===== src/rtl/mem_rmw_unit_pkg.sv =====
// mem_rmw_unit_pkg: function codes, FSM states and access-classification helpers
// for the data-side memory read-modify-write unit.
package mem_rmw_unit_pkg;

    typedef enum logic [2:0] {
        MEM_LB  = 3'd0,
        MEM_LH  = 3'd1,
        MEM_LW  = 3'd2,
        MEM_LBU = 3'd3,
        MEM_LHU = 3'd4,
        MEM_SB  = 3'd5,
        MEM_SH  = 3'd6,
        MEM_SW  = 3'd7
    } mem_fn_e;

    typedef enum logic {S_IDLE, S_RD} state_e;

    function automatic logic is_load(mem_fn_e fn);
        return fn inside {MEM_LB, MEM_LH, MEM_LW, MEM_LBU, MEM_LHU};
    endfunction

    function automatic logic is_store(mem_fn_e fn);
        return fn inside {MEM_SB, MEM_SH, MEM_SW};
    endfunction

    function automatic logic is_misaligned(mem_fn_e fn, logic [1:0] lane);
        return (fn inside {MEM_LH, MEM_LHU, MEM_SH} && lane[0]) ||
               (fn inside {MEM_LW, MEM_SW} && lane != 2'd0);
    endfunction

endpackage


===== src/rtl/mem_rmw_unit_lane_align.sv =====
// mem_lane_align: combinational lane handling for one RAM word.
//   fn         in  access function code
//   lane       in  byte offset within the word
//   word       in  word read from RAM
//   wdata      in  right-aligned store data (byte or half)
//   load_data  out lane-selected, sign/zero-extended load result
//   store_word out word with the addressed byte/half replaced by wdata
module mem_lane_align
    import mem_rmw_unit_pkg::*;
(
    input  mem_fn_e     fn,
    input  logic [1:0]  lane,
    input  logic [31:0] word,
    input  logic [15:0] wdata,
    output logic [31:0] load_data,
    output logic [31:0] store_word
);
    logic [7:0]  b;
    logic [15:0] h;
    logic [31:0] mask;
    logic [31:0] rep;

    always_comb begin
        b          = word[{lane, 3'b000} +: 8];
        h          = lane[1] ? word[31:16] : word[15:0];
        load_data  = fn == MEM_LB  ? {{24{b[7]}}, b} :
                     fn == MEM_LBU ? {24'd0, b} :
                     fn == MEM_LH  ? {{16{h[15]}}, h} :
                     fn == MEM_LHU ? {16'd0, h} : word;
        mask       = fn == MEM_SB ? 32'hFF << {lane, 3'b000} :
                     fn == MEM_SH ? (lane[1] ? 32'hFFFF_0000 : 32'h0000_FFFF) : 32'h0;
        // Replicating the store data lets one mask pick whichever lane is addressed.
        rep        = fn == MEM_SB ? {4{wdata[7:0]}} : {2{wdata}};
        store_word = (word & ~mask) | (rep & mask);
    end
endmodule


===== src/rtl/mem_rmw_unit.sv =====
// mem_rmw_unit: CPU load/store front end for a word-wide 1-cycle-latency RAM;
// sub-word stores by read-modify-write, extended loads, misalignment rejection.
//   clk, rst_n                  clock, synchronous active-low reset
//   req_valid/req_ready         request handshake
//   req_fn/req_addr/req_wdata   function code, byte address, right-aligned store data
//   rsp_valid/rsp_rdata         one-cycle load result
//   misalign                    one-cycle pulse for a rejected misaligned access
//   ram_en/ram_we/ram_addr/ram_wdata/ram_rdata  word RAM port
module mem_rmw_unit
    import mem_rmw_unit_pkg::*;
#(
    parameter int ADDR_W = 14
) (
    input  logic              clk,
    input  logic              rst_n,
    input  logic              req_valid,
    output logic              req_ready,
    input  logic [2:0]        req_fn,
    input  logic [31:0]       req_addr,
    input  logic [31:0]       req_wdata,
    output logic              rsp_valid,
    output logic [31:0]       rsp_rdata,
    output logic              misalign,
    output logic              ram_en,
    output logic              ram_we,
    output logic [ADDR_W-1:0] ram_addr,
    output logic [31:0]       ram_wdata,
    input  logic [31:0]       ram_rdata
);
    state_e            state, state_nx;
    mem_fn_e           fn_q;
    logic [1:0]        lane_q;
    logic [ADDR_W-1:0] word_q;
    logic [15:0]       wdata_q;
    logic [31:0]       load_data, store_word;
    mem_fn_e           fn_in;
    logic              accept, bad, go;
    logic              unused_addr;

    assign fn_in       = mem_fn_e'(req_fn);
    assign req_ready   = (state == S_IDLE) & rst_n;
    assign accept      = req_valid & req_ready;
    assign bad         = is_misaligned(fn_in, req_addr[1:0]);
    assign go          = accept & ~bad & (is_load(fn_in) | is_store(fn_in));
    // Address bits above the RAM word range alias by design.
    assign unused_addr = ^req_addr[31:ADDR_W+2];

    mem_lane_align u_align (
        .fn        (fn_q),
        .lane      (lane_q),
        .word      (ram_rdata),
        .wdata     (wdata_q),
        .load_data (load_data),
        .store_word(store_word)
    );

    always_ff @(posedge clk) begin
        if (!rst_n) begin
            state     <= S_IDLE;
            fn_q      <= MEM_LB;
            lane_q    <= 2'd0;
            word_q    <= '0;
            wdata_q   <= 16'd0;
            rsp_valid <= 1'b0;
            rsp_rdata <= 32'd0;
            misalign  <= 1'b0;
        end else begin
            state     <= state_nx;
            rsp_valid <= (state == S_RD) & is_load(fn_q);
            misalign  <= accept & bad;
            if (state == S_RD && is_load(fn_q))
                rsp_rdata <= load_data;
            if (accept) begin
                fn_q    <= fn_in;
                lane_q  <= req_addr[1:0];
                word_q  <= req_addr[ADDR_W+1:2];
                wdata_q <= req_wdata[15:0];
            end
        end
    end

    always_comb begin
        state_nx  = state;
        ram_en    = 1'b0;
        ram_we    = 1'b0;
        ram_addr  = req_addr[ADDR_W+1:2];
        ram_wdata = req_wdata;
        if (state == S_RD) begin
            state_nx = S_IDLE;
            // Write-back half of a sub-word store; suppressed while reset is asserted.
            if (rst_n && is_store(fn_q)) begin
                ram_en    = 1'b1;
                ram_we    = 1'b1;
                ram_addr  = word_q;
                ram_wdata = store_word;
            end
        end else if (go) begin
            ram_en   = 1'b1;
            ram_we   = fn_in == MEM_SW;
            state_nx = fn_in == MEM_SW ? S_IDLE : S_RD;
        end
    end
endmodule


===== config.mk =====
export PLATFORM = sky130hd
export DESIGN_NAME = mem_rmw_unit
export DESIGN_NICKNAME = d
export VERILOG_FILES = /design/src/rtl/mem_rmw_unit_pkg.sv /design/src/rtl/mem_rmw_unit_lane_align.sv /design/src/rtl/mem_rmw_unit.sv
export SDC_FILE = /design/constraint.sdc
export NUM_CORES = 1
export LEC_CHECK = 0
export CORE_MARGIN = 4
export CORE_UTILIZATION = 45
export CTS_BUF_LIST = sky130_fd_sc_hd__clkbuf_8
export CTS_CLUSTER_DIAMETER = 200
export DETAILED_ROUTE_END_ITERATION = 10
export GPL_ROUTABILITY_DRIVEN = 1
export PLACE_DENSITY = 0.9
export SETUP_SLACK_MARGIN = 0.05
export SLEW_MARGIN = 20
export SYNTH_ARGS = -nofsm -noshare
export SYNTH_HDL_FRONTEND = slang
export SYNTH_SLANG_ARGS = --single-unit

===== constraint.sdc =====
create_clock -name clk -period 2 [get_ports clk]
set_input_delay 0.4 -clock clk [delete_from_list [all_inputs] [get_ports clk]]
set_output_delay 0.4 -clock clk [all_outputs]
set_load 0.02 [all_outputs]

Word-level counts from Yosys, hierarchy flattened
Cells that the tools add are included.
- eq/ne operators: 14
- shifts and indexed selects: 2
- muxes and demuxes: 19
- bitwise gates (word level): 15
- reduce and logical (&&, ||, !) cells: 15
- operator list (kind ; count):
    32-bit two-way mux ; 10
    32-bit AND ; 2
    32-bit NOT ; 1
    32-bit OR ; 1
    32-bit by 6-bit variable part select with 8-bit output ; 1
    8-bit by 5-bit << shifter with 32-bit output, first input constant ; 1
    14-bit two-way mux ; 2
    3-bit == test, second input constant ; 8
    16-bit two-way mux ; 1
    3-bit by 2-bit == test with 1-bit output, second input constant ; 4
    5-bit nonzero test ; 2
    3-bit nonzero test ; 3
    1-bit AND ; 6
    3-bit by 1-bit == test with 1-bit output, second input constant ; 2
    3-bit logical NOT ; 2
    1-bit two-way mux ; 6
    1-bit logical AND ; 4
    1-bit NOT ; 4
    2-bit nonzero test ; 2
    3-bit OR reduction ; 1
    1-bit logical OR ; 1
    1-bit OR ; 1
- bits in registers: 70
- input port bits: 102
- output and inout port bits: 83
- logic and storage cells: 73

Longest topological paths before layout
- depth in word-level cells: 9
- mapped depth: 7
- mapped depth without buffers: 4

By module
Synthesis repeated with hierarchy kept, for this count alone.
- cells, all modules: 542
- area, all modules: 4714.5 um^2
- by module, submodules not included (module ; instances ; cells an instance ; area each (um^2) ; sequential area each (um^2)):
    mem_rmw_unit ; 1 ; 367 ; 3239.4 ; 1401.3
    mem_lane_align ; 1 ; 175 ; 1475.2 ; 0.0

Worst setup path before layout
No wires, ideal clock.
- kind: input -> output
- start point: in rst_n
- end point: out ram_we
- data arrival time: 1.843 ns
- data required time: 1.600 ns
- setup slack: -0.243 ns
- stages on the path: 6
- buffers on the path: 2
- cells stage by stage: buf_2 > nor2b_1 > and2_1 > buf_2 > o31ai_1 > o21ai_0
- word-level cells in the longest chain between the ends: 6
- elaborated cells on any way between the ends: 8
- classes of those cells: 3 x mux; 4 x bitwise; 1 x reduce/logical
- ends and longest elaborated chain (item ; RTL line ; text):
    start, declared ; mem_rmw_unit.sv:15 ; input logic rst_n,
    1-bit AND ; mem_rmw_unit.sv:41 ; assign req_ready = (state == S_IDLE) & rst_n;
    named net req_ready ; mem_rmw_unit.sv:17 ; output logic req_ready,
    1-bit AND ; mem_rmw_unit.sv:42 ; assign accept = req_valid & req_ready;
    1-bit AND (2 in series) ; mem_rmw_unit.sv:44 ; assign go = accept & ~bad & (is_load(fn_in) | is_store(fn_in));
    1-bit two-way mux ; mem_rmw_unit.sv:97 ; end else if (go) begin
    1-bit two-way mux ; mem_rmw_unit.sv:88 ; if (state == S_RD) begin
    end, declared ; mem_rmw_unit.sv:25 ; output logic ram_we,
The timed path passes the listed nets, and every way through them passes these cells.

Worst setup path in the final report
- start point: reg fn_q[0]
- end point: out ram_wdata[24]
- word-level cells in the longest chain between the ends: 8
- elaborated cells on any way between the ends: 14
- classes of those cells: 3 x eq/ne; 5 x mux; 4 x bitwise; 2 x reduce/logical
- ends and longest elaborated chain (item ; RTL line ; text):
    start, declared ; mem_rmw_unit.sv:31 ; mem_fn_e fn_q;
    start signal, assigned ; mem_rmw_unit.sv:74 ; fn_q <= fn_in;
    3-bit == test ; mem_rmw_unit_pkg.sv:23, mem_rmw_unit_lane_align.sv:31 ;
    32-bit two-way mux ; mem_rmw_unit_lane_align.sv:31 ; fn == MEM_SH ? (lane[1] ? 32'hFFFF_0000 : 32'h0000_FFFF) : 32'h0;
    32-bit two-way mux ; mem_rmw_unit_lane_align.sv:30 ; mask = fn == MEM_SB ? 32'hFF << {lane, 3'b000} :
    32-bit NOT ; mem_rmw_unit_lane_align.sv:34 ; store_word = (word & ~mask) | (rep & mask);
    32-bit AND ; mem_rmw_unit_lane_align.sv:34 ;
    32-bit OR ; mem_rmw_unit_lane_align.sv:34 ;
    32-bit two-way mux (*) ; mem_rmw_unit.sv:91 ; if (rst_n && is_store(fn_q)) begin
    32-bit two-way mux (*) ; mem_rmw_unit.sv:88 ;
    end, declared ; mem_rmw_unit.sv:27 ; output logic [31:0] ram_wdata,
Every way passes the cells marked *; elsewhere a longest branch is shown, timed or not.

==> results.md <==
* Worst R2R Setup Slack at 50 ps
* Power Density at 556.0 nW/um^2
* Fin crit period at 2333 ps
* P_int at 2.931 mW
* Share of layout cells above drive strength 1 at 36.26%
* Max Transition Viols Final at 0
* Leak pwr at 3.216 nW
* Top cells by count, synth: nand2_1, o21ai_0, dfxtp_1
* Mapped Area at 4514 um^2
* Sink Count at 70
* Syn nets at 660
* Sequential fraction of the synthesis area at 31.04%
* Synthesis-to-finish area growth at 73.92%
* Post-synthesis register bit count at 70
* Max VDD drop at 0.3716 mV
* Setup crit end kind: output port
* Clk_lat worst skew at 340 ps
* # port buffers at 168
* Clock power share at 30.0%
* Worst reg2reg endpoint: rsp_rdata[20]
* Psw at 1.435 mW
* Final setup violation count at 48
* Yosys warning count at 0
* Mapped Cells at 558
* H-tree levels at 3
* Worst R2R Start: lane_q[1]
* Starting Density at 46.19%
* Antenna diodes at 0
* Layout Skew at 5.418 ps
* Pin count of the biggest net entering global routing at 72
* Nets at 894
* Synth cell types at 50
* Synth Flop Type: dfxtp_1
* Cts hold-fix bufs at 0
* Multi-input gate area at 3363 um^2
* Hold WS at 471.5 ps
* Syn avg cell area at 8.090 um^2
* Hold Path Sink: word_q[5]
* CP Max Fanout at 8
* Most numerous cell in the Yosys netlist: nand2_1
* Global route total overflow at 0
* WP data required at 1600 ps
* CP arrival at 1930 ps
* Post-route ant nets at 0
* F_max at 428.6 MHz
* Worst Hold Launch: word_q[5]
* Drt total wl at 20,670 um
* Total of max-cap violations at 0
* Reg clk slew, reported paths at 80 ps
* Synth top area cells: dfxtp_1, o21ai_0, nand2_1
* DRT Pass-1 Iters at 7
* CTS tree: yes
* Finished Core Util at 80.33%
* Post-synth top area cell: dfxtp_1
* Slew headroom at 59.31%
* Vias per inst at 6.078
* Setup WS post-layout at -333.0 ps
* Initial antenna violation count at 0
* Core ar. at 9774 um^2
* Min-delay worst type: reg -> reg
* Vias at 5,653
* Sequential share of power at 36.2%
* Period utilization at 116.7%
* Ys async rst share at 0%
* Register area at 1414 um^2
* Num CTS Buffers at 9
* Final Hold Viols at 0
* CTS root buffer: clkbuf_8
* Vias in the first global route at 5,438
* RSZ-0062 raised after global routing: true
* Top cell type's share of synthesized area at 31.04%
* DP HPWL at 12,770 um
* Die width at 108.2 um
* Comb pwr share at 33.8%
* Power Total at 4.365 mW
* Fillers at 550
* Die height at 108.2 um
* Drt initial violations at 424
* Placer congestion estimate at 0.9884
* R2r worst-path depth at 5
* Place WS at -657.3 ps
* First-pass GRT wire length at 28,190 um
* WHS Path Cells at 2
* IO Pins at 185
* Die area at 11,700 um^2
* Violated checks: setup timing
* DR WL/cell at 22.22 um
* Worst setup path class: reg -> out
* Total GRT Usage at 30.79%
* Worst-Margin Slew at 610.3 ps
* Clock tree buffer depth at 2
* Row cnt at 36
* CP Launch Type: flop
* Switching share of power at 32.86%
* DRC violations left at 0
* Outcome: finished, violations left
* Post-synth EDFFs at 0
flip-flops by register name (all words and copies together) (netlist names):
register / cells
fn_q: 3
lane_q: 2
misalign: 1
rsp_rdata: 32
rsp_valid: 1
state: 1
wdata_q: 16
word_q: 14
per-layer routing:
| layer | vias to the layer above | global-route usage, % | wire length [um] |
|---|---|---|---|
| met4 | 0 | 14.34 | 1291 |
| met1 | 2698 | 35.57 | 7404 |
| met3 | 97 | 4.955 | 1740 |
| met2 | 392 | 55.46 | 10230 |
| li1 | 2466 | - | - |
| met5 | - | 0 | 0 |
kinds of logic after synthesis:
logic type / synth area share, %
DFF: 31.04
buffers and inverters: 6.430
muxes: 16.91
xor gates and xnor gates: 0.7485
AOI/OAI and AO/OA: 26.55
and+or+nand+nor: 18.32
worst max path at each step:
stage,from,endpoint,slack (ps),cells after the start
2_1_floorplan,rst_n,ram_we,30,6
3_3_place_gp,req_fn[2],ram_we,-610,6
3_5_place_dp,req_fn[2],ram_we,-660,6
4_1_cts,fn_q[0],ram_wdata[13],-210,6
5_1_grt,fn_q[0],ram_wdata[24],-390,7
6_report,fn_q[0],ram_wdata[24],-330,6
layout by cell type (no fill, tap or decap), types with 6 or more instances in the layout:
master and count:
mux2i_1 11, a21oi_1 23, a21boi_0 10, nor2_1 17, buf_12 8, o21ai_4 10, mux2i_4 11, nand2_4 9
buf_6 43, a22oi_1 7, or3_1 14, a21boi_1 6, nand2_2 9, clkbuf_8 9, mux2_2 9, o21ai_2 12
mux2_4 14, nand3_1 12, a2bb2oi_1 9, mux4_2 8, clkdlybuf4s50_1 114, nand2_1 90, a31oi_1 17, o21ai_0 59
a22o_1 8, o21a_1 10, buf_2 7, mux2i_2 10, o21ai_1 11, buf_4 86, dfxtp_1 66
critical path: stages, from the launching register on:
cell      delay [ps]
dfxtp_4          410
buf_6            120
nand3b_4         180
mux2_4           390
mux2i_4          220
o21ai_4          120
buf_6            140
final cells by class:
| cell class | count | area share (%) |
|---|---|---|
| Clock buffer | 9 | 1.578 |
| Clock inverter | 7 | 1.243 |
| Inverter | 5 | 0.2390 |
| Multi-Input combinational cell | 436 | 42.84 |
| Sequential cell | 70 | 18.01 |
| Tap cell | 133 | 2.120 |
| Timing Repair Buffer | 270 | 33.98 |
power groups by stage:
stage / logic, mW / registers [mW] / clock network [mW]
finish: 1.48 / 1.58 / 1.31
global placement: 1.24 / 1.59 / 0
detailed placement: 1.27 / 1.60 / 0
global route: 1.55 / 1.59 / 1.36
floorplan: 0.597 / 1.63 / 0
CTS: 1.32 / 1.57 / 1.29
metrics by stage:
stage          instance area [um^2]  instances  TNS, ps
5_1_grt                        7851        930   -13140
3_3_place_gp                   6758        895   -17690
3_5_place_dp                   6758        895   -19450
2_1_floorplan                  4517        558        0
6_report                       7851        930    -9999
4_1_cts                        7352        925    -7591
timing repair:
item	4_1_cts	5_1_grt
gates cloned	2	3
hold endpoints to repair	0	0
pin swaps	16	8
endpoints found under the setup margin	48	55
resized for setup	322	102
buffers inserted	12	2
(Power assumes the default switching activity.)
